<file path="config.mk">
export PLATFORM = sky130hd
export DESIGN_NAME = alu_op_sequencer
export DESIGN_NICKNAME = d
export VERILOG_FILES = /design/src/rtl/alu_op_sequencer.sv
export SDC_FILE = /design/constraint.sdc
export NUM_CORES = 1
export LEC_CHECK = 0
export BUFFER_PORTS_ARGS = -buffer_cell sky130_fd_sc_hd__buf_2
export CAP_MARGIN = 30
export CORE_MARGIN = 2
export CORE_UTILIZATION = 41
export CTS_BUF_LIST = sky130_fd_sc_hd__clkbuf_2 sky130_fd_sc_hd__clkbuf_4 sky130_fd_sc_hd__clkbuf_8
export DETAILED_ROUTE_END_ITERATION = 12
export PLACE_DENSITY_LB_ADDON = 0.25
export SLEW_MARGIN = 20
export SYNTH_ARGS = -nofsm -noshare
export SYNTH_HDL_FRONTEND = slang
export SYNTH_SLANG_ARGS = --single-unit
</file>
<file path="constraint.sdc">
create_clock -name clk -period 1.57 [get_ports clk]
set_input_delay 0.314 -clock clk [delete_from_list [all_inputs] [get_ports clk]]
set_output_delay 0.314 -clock clk [all_outputs]
set_load 0.05 [all_outputs]
</file>
<file path="src/rtl/alu_op_sequencer.sv">
// Single-issue micro-sequencer that drives cpu_top's register file and 74181 ALU controls.
// Optional carry chaining (ADC/SBC from flag_c) is enabled by defining ALU_SEQ_CARRY_CHAIN_EN.
module alu_op_sequencer #(
   parameter int unsigned DATA_WIDTH = 16,
   parameter int unsigned NUM_REGS   = 8,
   parameter int unsigned ADDR_WIDTH = $clog2(NUM_REGS)
) (
   input  logic                  clk,
   input  logic                  reset,
   input  logic                  instr_valid,
   output logic                  instr_ready,
   input  logic [3:0]            instr_comm,
   input  logic                  instr_mode,
   input  logic                  instr_cin,
   input  logic                  instr_bsel,
   input  logic [ADDR_WIDTH-1:0] instr_ra,
   input  logic [ADDR_WIDTH-1:0] instr_rb,
   input  logic [ADDR_WIDTH-1:0] instr_rd,
   input  logic [DATA_WIDTH-1:0] instr_imm,
   input  logic                  instr_wb,
   input  logic                  instr_use_carry,
   output logic [ADDR_WIDTH-1:0] reg_read_addr1,
   output logic [ADDR_WIDTH-1:0] reg_read_addr2,
   output logic                  reg_write_enable,
   output logic [ADDR_WIDTH-1:0] reg_write_addr,
   output logic [DATA_WIDTH-1:0] reg_write_data,
   output logic [3:0]            alu_comm,
   output logic                  alu_mode,
   output logic                  alu_cin,
   output logic                  b_source_sel,
   output logic [DATA_WIDTH-1:0] alu_b_imm,
   input  logic [DATA_WIDTH-1:0] alu_result,
   input  logic                  alu_cout,
   output logic                  busy,
   output logic                  done,
   output logic [DATA_WIDTH-1:0] result,
   output logic                  flag_c,
   output logic                  flag_z
);

   typedef enum logic [1:0] {
      S_IDLE = 2'd0,
      S_EXEC = 2'd1,
      S_WB   = 2'd2
   } state_t;

   state_t state;
   logic   wb_q;
   logic   eff_cin;
   logic   accept;

   // Logical carry-in before the 74181 active-low inversion
`ifdef ALU_SEQ_CARRY_CHAIN_EN
   assign eff_cin = instr_use_carry ? flag_c : instr_cin;
`else
   logic unused_use_carry;
   assign unused_use_carry = instr_use_carry;
   assign eff_cin          = instr_cin;
`endif

   assign accept         = instr_valid && instr_ready;
   assign reg_write_data = result;

   always_ff @(posedge clk or posedge reset) begin
      if (reset) begin
         state            <= S_IDLE;
         instr_ready      <= 1'b1;
         busy             <= 1'b0;
         done             <= 1'b0;
         wb_q             <= 1'b0;
         reg_read_addr1   <= '0;
         reg_read_addr2   <= '0;
         reg_write_addr   <= '0;
         reg_write_enable <= 1'b0;
         alu_comm         <= 4'd0;
         alu_mode         <= 1'b0;
         alu_cin          <= 1'b1;
         b_source_sel     <= 1'b0;
         alu_b_imm        <= '0;
         result           <= '0;
         flag_c           <= 1'b0;
         flag_z           <= 1'b0;
      end else begin
         done <= 1'b0;
         case (state)
            S_IDLE: begin
               if (accept) begin
                  reg_read_addr1 <= instr_ra;
                  reg_read_addr2 <= instr_rb;
                  reg_write_addr <= instr_rd;
                  alu_comm       <= instr_comm;
                  alu_mode       <= instr_mode;
                  alu_cin        <= ~eff_cin;
                  b_source_sel   <= instr_bsel;
                  alu_b_imm      <= instr_imm;
                  wb_q           <= instr_wb;
                  instr_ready    <= 1'b0;
                  busy           <= 1'b1;
                  state          <= S_EXEC;
               end
            end
            // ALU has settled for a full cycle on the latched controls
            S_EXEC: begin
               result           <= alu_result;
               flag_z           <= (alu_result == '0);
               flag_c           <= alu_mode ? 1'b0 : alu_cout;
               reg_write_enable <= wb_q;
               done             <= 1'b1;
               state            <= S_WB;
            end
            S_WB: begin
               reg_write_enable <= 1'b0;
               instr_ready      <= 1'b1;
               busy             <= 1'b0;
               state            <= S_IDLE;
            end
            default: begin
               reg_write_enable <= 1'b0;
               instr_ready      <= 1'b1;
               busy             <= 1'b0;
               state            <= S_IDLE;
            end
         endcase
      end
   end

endmodule

</file>
== Word level (Yosys, flattened, before mapping) ==
Cells that the tools add are included.
Storage, ports and cells
  bits in registers: 57
  word-level logic and storage cells: 35
  input bits: 54
Operators by class
  reduce and logical (&&, ||, !) cells: 5
  muxes and demuxes: 9
  bitwise logic cells: 2
  equality and inequality tests: 2
Operators with widths (count)
  logical NOT 16 bit: 1
  case mux 1 bit (2 select lines): 3
  two-way mux 1 bit: 4
  case mux 2 bit (2 select lines): 1
  AND reduction 2 bit: 2
  == test 2 x 1 -> 1 bit (second input constant): 1
  logical NOT 2 bit: 1
  two-way mux 2 bit: 1
  inequality test 2 bit (second input constant): 1
  NOT 1 bit: 2
  logical AND 1 bit: 1

== Depth between registers and ports, before layout ==
Gate-level depths: netlist of run 1.
  depth in word-level cells: 3
  gate-level depth with buffers: 5
  mapped depth without buffers: 4

== Worst setup path after synthesis of run 1 ==
OpenSTA, ideal clock, no wires.
  path kind: reg-to-reg
  start point: reg instr_ready
  end point: reg alu_b_imm[12]
  library setup time: 0.125 ns
  period minus slack after synthesis: 1.781 ns
  data required time: 1.445 ns
  path slack: -0.211 ns
  cell stages (with the launch flop): 5
  arrival: 1.656 ns
  cells stage by stage: dfstp_2 > nand2_1 > nor3_4 > buf_6 > mux2_2
Between the ends
  cells in the longest elaborated chain, start to end: 2
Ends and longest elaborated chain
  start: declaration: RTL line 11  | output logic instr_ready,
  start signal: assignment: RTL line 67  | instr_ready <= 1'b1;
  start signal: assignment: RTL line 97  | instr_ready <= 1'b0;
  start signal: assignment: RTL line 113  | instr_ready <= 1'b1;
  logical AND 1 bit: RTL line 61  | assign accept = instr_valid && instr_ready;
  AND reduction 2 bit (no line)
  end signal: assignment: RTL line 95  | alu_b_imm <= instr_imm;
  end: declaration: RTL line 31  | output logic [DATA_WIDTH-1:0] alu_b_imm,
Every way passes these cells.
A chain may end at the register's enable or synchronous reset.

== Worst setup path after layout of run 1 ==
  start point: reg instr_ready
  end point: reg alu_b_imm[9]
Same word-level chain as after synthesis.

==> summary.txt, run 1 <==
Route
  • Iteration-0 DRC Markers: 49
  • Vias/cell: 4.464
  • Wire per inst: 12.48 um
  • 1st-pass router iterations: 4
  • DR vias: 1,692
  • Drt drc: 0
  • Routed wire length: 4730 um
  • ANT nets after route: 0

STA
  • Setup violations, final: 0
  • Setup TNS: 0 ns
  • Hold Violations, Final: 0
  • Final Slew Violations: 0
  • Max_slew headroom: 75.22%
  • Least-Margin Pin Slew: 0.3683 ns
  • Skew final: 0.009441 ns
  • Crit share post-route: 94.27%
  • Fmax: 675.7 MHz
  • Final worst path period need: 1.480 ns
  • RSZ-0062 raised after global routing: no

Yosys
  • Netlist Area Pre-Place: 2278 um^2
  • Post-synthesis sequential area ratio: 62.71%
  • Synth top area share: 60.41%
  • Syn Area/Cell: 12.45 um^2
  • YS warnings: 0
  • Distinct cell type count after synthesis: 19
  • Gate Count Post-Synth: 183
  • Yosys top cell by area: dfrtp_1
  • Post-synth EDFFs: 0
  • Register bit count reported by yosys: 57
  • Ranking of synthesized cells by area: dfrtp_1, mux2_2, nand2_1, buf_4, dfstp_2
  • Commonest register cell after synthesis: dfrtp_1
  • Most common cell in the synthesized netlist: dfrtp_1
  • Synthesized net count: 237
  • Synth cell count leaders: dfrtp_1, nand2_1, mux2_2, buf_4
  • Async set-reset flop share out of synthesis: 100.0%

Clocking
  • Clk buf depth: 2
  • CTS Root Cell: clkbuf_8
  • Clock tree sinks: 57
  • CTS Buf Count: 9
  • CTS tree: done
  • Post-CTS setup buffers: 0
  • # H-tree levels: 3
  • Clk Latency, worst-skew pair: 0.32 ns
  • Clock Pin Slew Worst Setup and Hold Paths: 0.07 ns

Setup path
  • Worst setup EP type: register
  • Critical Path RT: 1.77 ns
  • Worst EP arrival: 1.68 ns
  • Crit Path Class: reg2reg
  • Largest fanout on the critical path: 16
  • Critical Path Start Type: register

Layout
  • Fin nets: 356
  • Share of post-route cells with drive strength above 1: 59.28%
  • Synth-to-layout area growth: 35.04%
  • Multi-input logic area: 664.4 um^2
  • Reg area: 1429 um^2
  • Antenna diodes: 0
  • Final instance area: 3077 um^2
  • Fill cell count: 487

Global routing
  • Grt ovf: 0
  • First-pass GRT wire length: 7762 um
  • Pin count of the biggest net entering global routing: 30
  • Vias in the first global route: 1,696
  • Antenna violations before repair: 0
  • Tot GR Track Use: 16.25%

Placement
  • Post-DP HPWL: 3592 um
  • Port Buf Inserts: 122
  • Placed inst area: 2882 um^2
  • GPL Wtd Cong: 0.6984

Run
  • Max_cap viols: 0

Die
  • Die width: 78.55 um
  • Starting density of the core: 41.89%
  • Die Span Y: 78.55 um
  • Die area: 6169 um^2
  • Ports: 124
  • Core area: 5439 um^2
  • Row count: 27

Outcome
  • Status: finished clean

Min path
  • Hold WC Path Type: in2reg
[layer usage]
metal / vias up / share of wire (%) / track usage, % / wire length (um)
li1: 825 / - / - / -
met2: 78 / 46 / 26.58 / 2193
met1: 783 / 44 / 19.52 / 2063
met5: - / 0 / 0 / 0
met3: 6 / 8.7 / 4.943 / 412
met4: 0 / 1.3 / 7.895 / 60
[registers in the layout (all words and copies together) (netlist names), 2 cells and up]
name and count:
alu_b_imm 16, alu_comm 4, reg_read_addr1 3, reg_read_addr2 3, reg_write_addr 3, reg_write_data 16
state 2
[metrics by stage]
| stage | utilization, % | hold WS [ns] | setup WS (ns) | instances |
|---|---|---|---|---|
| final | 56.57 | 0.1292 | 0.08998 | 379 |
| after global routing | 56.57 | 0.1243 | 0.02339 | 379 |
| after CTS | 56.50 | 0.1160 | 0.07369 | 379 |
| after detailed placement | 52.98 | 0.3234 | 0.08627 | 362 |
| after global placement | 52.98 | 0.3165 | 0.1016 | 362 |
| after floorplan | - | 0.3723 | -0.1768 | 183 |
[area by class of cell]
cell class | count | share of cell area, %
Sequential cell | 57 | 46.44
Timing Repair Buffer | 130 | 22.29
Multi-Input combinational cell | 99 | 21.59
Clock buffer | 13 | 5.409
Tap cell | 72 | 2.928
Inverter | 5 | 0.8540
Clock inverter | 3 | 0.4880
[worst max-delay path, stage by stage, from the launching register on]
cell and delay (ns):
dfstp_2 0.54, nand2_2 0.06, nor3_4 0.14, buf_4 0.26, mux2_2 0.36
[cells in the final DEF, fill, tap and decap left out]
| cell | instances |
|---|---|
| buf_2 | 122 |
| dfrtp_1 | 55 |
| nand2_1 | 51 |
| mux2_2 | 31 |
| clkbuf_8 | 11 |
| buf_4 | 6 |
| nor4_1 | 4 |
| nor2_1 | 3 |
| inv_1 | 3 |
| clkinv_2 | 3 |
| clkinvlp_4 | 2 |
| mux2i_1 | 2 |
| dfstp_2 | 2 |
| clkbuf_4 | 2 |
| nand2_2 | 1 |
| nor3_4 | 1 |
| or2b_1 | 1 |
| mux2_1 | 1 |
| nand4_1 | 1 |
| o21ai_0 | 1 |
| nand3b_1 | 1 |
| a21o_1 | 1 |
| dlygate4sd3_1 | 1 |
| buf_12 | 1 |
[cells by family (layout without fill, tap and decap cells)]
family | count (synthesis) | in the layout | synth area share [%]
multiplexers | 34 | 34 | 16.69
AND/OR/NAND/NOR | 63 | 63 | 11.81
AO/OA/AOI/OAI | 2 | 2 | 0.5491
buffers and inverters | 27 | 151 | 8.237
flip-flops | 57 | 57 | 62.71
[timing repair]
item                                    in CTS  in global routing
endpoints found under the hold margin       12                  0
endpoints found under the setup margin       0                  1
hold buffers                                 1                  0
gates resized for setup                      0                  1
[final timing paths]
path                             startpoint                end  slack [ns]  cells past startpoint
worst min-delay path              instr_cin            alu_cin        0.13                      2
worst min register to register       flag_c             flag_c        0.47                      2
worst max register to register  instr_ready       alu_b_imm[9]        0.09                      4
worst max-delay path            instr_ready       alu_b_imm[9]        0.09                      4
max in group asynchronous             reset        instr_ready        0.53                      4
min in group asynchronous             reset  reg_write_addr[2]        0.52                      3
Power of run 1 is not shown: default switching activity piles up to over one toggle a cycle in this logic, so the estimate is an artifact.
==> run 2, diff against run 1 <==
- CORE_ASPECT_RATIO: default -> 1.1
- CTS_CLUSTER_SIZE: default -> 28
- RECOVER_POWER: default -> 50
==> run 2 against run 1 <==
Against the previous run:
- register-to-register slack is essentially flat
- worst hold slack improved by 0.0040 ns
- fmax fell by 0.85%
- design area down 0.81%
- clock-buffer cell count rose by 1
- utilization grew 0.37 points
- clock skew hardly changed
- worst setup slack worse by 0.013 ns
- first-iteration DRC count increased by 51%
- critical path type unchanged
- critical endpoint is now alu_comm[0]
==> summary.txt, run 2 (synthesis gave the netlist of run 1 again) <==
STA
  • Crit share post-route: 95.08% (was 94.27%)
  • Setup violations, final: 0 (unchanged)
  • Final worst path period need: 1.493 ns (was 1.480 ns)
  • Final Slew Violations: 0 (unchanged)
  • Hold Violations, Final: 0 (unchanged)
  • Least-Margin Pin Slew: 1.242 ns (was 0.3683 ns)
  • Max_slew headroom: 17.18% (was 75.22%)
  • Fmax: 669.9 MHz (was 675.7 MHz)
  • RSZ-0062 raised after global routing: no (unchanged)
  • Skew final: 0.009863 ns (was 0.009441 ns)

Die
  • Die width: 75.08 um (was 78.55 um)
  • Die area: 6170 um^2 (was 6169 um^2)
  • Row count: 28 (was 27)
  • Starting density of the core: 42.51% (was 41.89%)
  • Core area: 5360 um^2 (was 5439 um^2)
  • Ports: 124 (unchanged)
  • Die Span Y: 82.19 um (was 78.55 um)

Outcome
  • Status: finished clean (unchanged)

Global routing
  • Tot GR Track Use: 15.61% (was 16.25%)
  • Grt ovf: 0 (unchanged)
  • Antenna violations before repair: 0 (unchanged)
  • Vias in the first global route: 1,592 (was 1,696)
  • Pin count of the biggest net entering global routing: 58 (was 30)
  • First-pass GRT wire length: 7031 um (was 7762 um)

Run
  • Max_cap viols: 0 (unchanged)

Setup path
  • Critical Path Start Type: register (unchanged)
  • Worst setup EP type: register (unchanged)
  • Crit Path Class: reg2reg (unchanged)
  • Worst EP arrival: 1.70 ns (was 1.68 ns)
  • Largest fanout on the critical path: 12 (was 16)
  • Critical Path RT: 1.77 ns (about the same)

Route
  • 1st-pass router iterations: 4 (unchanged)
  • Vias/cell: 4.439 (was 4.464)
  • DR vias: 1,678 (was 1,692)
  • ANT nets after route: 0 (unchanged)
  • Routed wire length: 4600 um (was 4730 um)
  • Wire per inst: 12.17 um (was 12.48 um)
  • Drt drc: 0 (unchanged)
  • Iteration-0 DRC Markers: 74 (was 49)

Clocking
  • CTS tree: done (unchanged)
  • Post-CTS setup buffers: 0 (unchanged)
  • Clk Latency, worst-skew pair: 0.33 ns (was 0.32 ns)
  • Clock Pin Slew Worst Setup and Hold Paths: 0.06 ns (was 0.07 ns)
  • Clk buf depth: 2 (unchanged)
  • CTS Buf Count: 9 (unchanged)
  • Post-CTS Resized: 0 (unchanged)
  • # H-tree levels: 3 (unchanged)
  • CTS Root Cell: clkbuf_8 (unchanged)
  • Clock tree sinks: 57 (unchanged)
  • Hold Buf Count CTS: 0 (was 1)

Min path
  • Hold WC Path Type: in2reg (unchanged)

Layout
  • Antenna diodes: 0 (unchanged)
  • Synth-to-layout area growth: 33.94% (was 35.04%)
  • Multi-input logic area: 664.4 um^2 (unchanged)
  • Commonest cells after routing, fill and taps aside: buf_2, dfrtp_1, nand2_1 (unchanged)
  • Post-Layout Cell Count: 378 (was 379)
  • Share of post-route cells with drive strength above 1: 58.09% (was 59.28%)
  • Fin nets: 352 (was 356)
  • Reg area: 1429 um^2 (unchanged)
  • Commonest non-fill, non-tap cell in the layout: buf_2 (unchanged)
  • Fill cell count: 493 (was 487)

Placement
  • Post-DP HPWL: 3308 um (was 3592 um)
  • GPL Wtd Cong: 0.7404 (was 0.6984)
  • Port Buf Inserts: 122 (unchanged)
  • Dpl cells: 362 (unchanged)
==> run 2: cell types whose count changed in the layout (fill, tap and decap cells not counted) <==
cell / delta
buf_2: -26
clkbuf_2: +26
buf_4: -5
clkbuf_1: +2
clkbuf_8: +2
clkbuf_4: -1
clkinv_1: +1
clkinv_2: -1
clkinvlp_4: -1
dlygate4sd3_1: -1
==> run 2: worst max-delay path, cell delays in order, from the launching register on <==
cell and delay, ns:
dfstp_2 0.54, nand2_2 0.06, nor3_4 0.17, buf_4 0.24, mux2_2 0.35
==> run 2: through the flow <==
stage          utilization, %  setup TNS [ns]  area (um^2)  setup WS [ns]  hold slack (ns)
2_1_floorplan               -          -4.742         2285        -0.1768           0.3723
3_3_place_gp            53.64               0         2875         0.1029           0.4204
3_5_place_dp            53.64               0         2875        0.07273           0.4190
4_1_cts                 57.31               0         3072        0.05681          0.07229
5_1_grt                 56.93               0         3052       0.001989           0.1207
6_report                56.93               0         3052        0.07726           0.1332
==> run 2: layout make-up <==
class,instances,area share [%]
timing repair buffer,126,21.16
tap,75,3.075
sequential,57,46.82
multi-input combinational,99,21.77
clock inverter,2,0.3280
inverter,5,0.7380
clock buffer,14,6.109
==> run 2: layer usage <==
metal	GRT usage (%)	vias to the layer above	wire length [um]
li1	-	810	-
met1	17.80	784	1862
met3	4.733	8	330
met4	9.464	0	91
met2	25.53	76	2316
met5	0	-	0
==> run 2: worst paths after layout <==
kind	from	endpoint	slack (ns)	cells after the start
hold reg to reg	alu_cin	alu_cin	0.47	2
min in group asynchronous	reset	alu_comm[2]	0.41	3
hold / removal	instr_cin	alu_cin	0.13	2
setup reg to reg	instr_ready	alu_comm[0]	0.08	4
max in group asynchronous	reset	reg_write_data[8]	0.38	3
setup / recovery	instr_ready	alu_comm[0]	0.08	4
Power of run 2 is left out for the same reason.
==> run 3, diff against run 2 <==
- REMOVE_ABC_BUFFERS: default -> 1
==> run 3 against run 2 <==
Against the previous run:
- global-route usage up 0.33 points
- worst hold slack better by 0.0016 ns
- highest routed layer unchanged
- non-clock buffer count unchanged
- first-iteration DRC count down 28%
- critical path type unchanged
- flip-flop and latch count unchanged
==> summary.txt, run 3 (synthesis gave the netlist of run 1 again) <==
Setup path
  • Slowest stage cell, crit path: dfstp_2 (unchanged)
  • Largest fanout on the critical path: 27 (was 12)
  • Worst Path Buf+Inv: 1 (unchanged)
  • Critical path, cell by cell: nand2_1 > nor3_4 > buf_12 > mux2_2 (was nand2_2 > nor3_4 > buf_4 > mux2_2)
  • Reg2reg path depth: 4 (unchanged)
  • Worst path max stage delay: 0.54 ns (about the same)
  • Cell family with most CP delay: flip-flops (unchanged)
  • Crit Path Class: reg2reg (unchanged)
  • Worst setup EP type: register (unchanged)
  • Critical Path RT: 1.78 ns (was 1.77 ns)
  • Worst path depth: 4 (unchanged)
  • Worst EP arrival: 1.69 ns (was 1.70 ns)
  • Critical Path Start Type: register (unchanged)

STA
  • Fmax: 673.6 MHz (was 669.9 MHz)
  • Least-Margin Pin Slew: 1.329 ns (was 1.242 ns)
  • Final Slew Violations: 0 (unchanged)
  • Max_slew headroom: 11.41% (was 17.18%)
  • Skew final: 0.004443 ns (was 0.009863 ns)
  • Hold Violations, Final: 0 (unchanged)
  • Setup violations, final: 0 (unchanged)
  • Final hold slack: 0.1348 ns (was 0.1332 ns)
  • Crit share post-route: 94.56% (was 95.08%)
  • RSZ-0062 raised after global routing: no (unchanged)
  • Final worst path period need: 1.485 ns (was 1.493 ns)

Layout
  • Final instance area: 3034 um^2 (was 3052 um^2)
  • Share of post-route cells with drive strength above 1: 57.76% (was 58.09%)
  • Fin nets: 352 (unchanged)
  • Antenna diodes: 0 (unchanged)
  • Post-Layout Cell Count: 378 (unchanged)
  • Commonest non-fill, non-tap cell in the layout: buf_2 (unchanged)
  • Commonest cells after routing, fill and taps aside: buf_2, dfrtp_1, nand2_1 (unchanged)
  • Synth-to-layout area growth: 33.17% (was 33.94%)
  • Fill cell count: 483 (was 493)

Min path
  • Worst Hold Path Cells: 2 (unchanged)
  • Hold WC Path Type: in2reg (unchanged)

Placement
  • Post-DP HPWL: 3291 um (was 3308 um)
  • Dpl cells: 362 (unchanged)
  • GPL Wtd Cong: 0.7083 (was 0.7404)
  • Placed inst area: 2869 um^2 (was 2875 um^2)
  • Port Buf Inserts: 122 (unchanged)

Route
  • 1st-pass router iterations: 4 (unchanged)
  • Iteration-0 DRC Markers: 53 (was 74)
  • DR vias: 1,721 (was 1,678)
  • Vias/cell: 4.553 (was 4.439)
  • Wire per inst: 12.17 um (about the same)
  • Drt drc: 0 (unchanged)
  • ANT nets after route: 0 (unchanged)
  • Routed wire length: 4599 um (was 4600 um)

Die
  • Ports: 124 (unchanged)
  • Die width: 75.08 um (unchanged)
  • Core area: 5360 um^2 (unchanged)
  • Starting density of the core: 42.51% (unchanged)
  • Die Span Y: 82.19 um (unchanged)
  • Die area: 6170 um^2 (unchanged)
  • Row count: 28 (unchanged)

Run
  • Max_cap viols: 0 (unchanged)

Global routing
  • Grt ovf: 0 (unchanged)
  • First-pass GRT wire length: 7210 um (was 7031 um)
  • Antenna violations before repair: 0 (unchanged)
  • Tot GR Track Use: 15.94% (was 15.61%)
  • Vias in the first global route: 1,616 (was 1,592)
  • Pin count of the biggest net entering global routing: 58 (unchanged)

Outcome
  • Status: finished clean (unchanged)

Clocking
  • # H-tree levels: 3 (unchanged)
  • CTS Buf Count: 9 (unchanged)
  • Clk Latency, worst-skew pair: 0.32 ns (was 0.33 ns)
  • Clock Pin Slew Worst Setup and Hold Paths: 0.06 ns (about the same)
  • Post-CTS setup buffers: 0 (unchanged)
  • CTS tree: done (unchanged)
  • Clk buf depth: 2 (unchanged)
  • Clock tree sinks: 57 (unchanged)
  • CTS Root Cell: clkbuf_8 (unchanged)
==> run 3: cell count changes in the layout (fill, tap and decap cells not counted), sizes merged <==
| cell | before | now |
|---|---|---|
| inv | 3 | 4 |
| buf | 98 | 96 |
| clkbuf | 42 | 43 |
==> run 3: layer usage <==
| metal | wire length, um | vias to the layer above | GRT usage [%] | share of wire [%] |
|---|---|---|---|---|
| li1 | - | 814 | - | - |
| met1 | 1920 | 795 | 18.75 | 42 |
| met2 | 2046 | 102 | 25.18 | 44 |
| met3 | 500 | 10 | 4.490 | 11 |
| met4 | 132 | 0 | 10.71 | 2.9 |
| met5 | 0 | - | 0 | 0 |
==> run 3: timing repair <==
item | CTS | global route
resized for setup | 0 | 1
setup endpoints to repair | 0 | 2
hold buffers | 0 | 0
hold endpoints to repair | 0 | 0
==> run 3: final cells by class <==
class / count / area, um^2 / area share [%]
flip-flops and latches: 57 / 1429 / 47.09
multi-input cells: 99 / 661.9 / 21.81
repair buffers: 126 / 645.6 / 21.28
clock buffers: 13 / 166.4 / 5.485
well taps: 75 / 93.84 / 3.093
inverters: 5 / 22.52 / 0.7423
clock inverters: 3 / 15.01 / 0.4948
==> run 3: path summary, 6_finish.rpt <==
kind,from,to,slack [ns]
max reg2reg,instr_ready,alu_b_imm[13],0.09
min reg2reg,alu_cin,alu_cin,0.47
max in group asynchronous,reset,alu_b_imm[1],0.33
max,instr_ready,alu_b_imm[13],0.09
min in group asynchronous,reset,reg_read_addr2[0],0.43
min,instr_cin,alu_cin,0.13
==> run 3: per-stage QoR <==
stage	worst slack [ns]	setup TNS (ns)	util, %
5_1_grt	0.01226	0	56.61
2_1_floorplan	-0.6659	-31.11	-
4_1_cts	0.06482	0	56.91
6_report	0.08547	0	56.61
3_3_place_gp	0.1114	0	53.52
3_5_place_dp	0.09234	0	53.52
Power of run 3 is left out for the same reason.
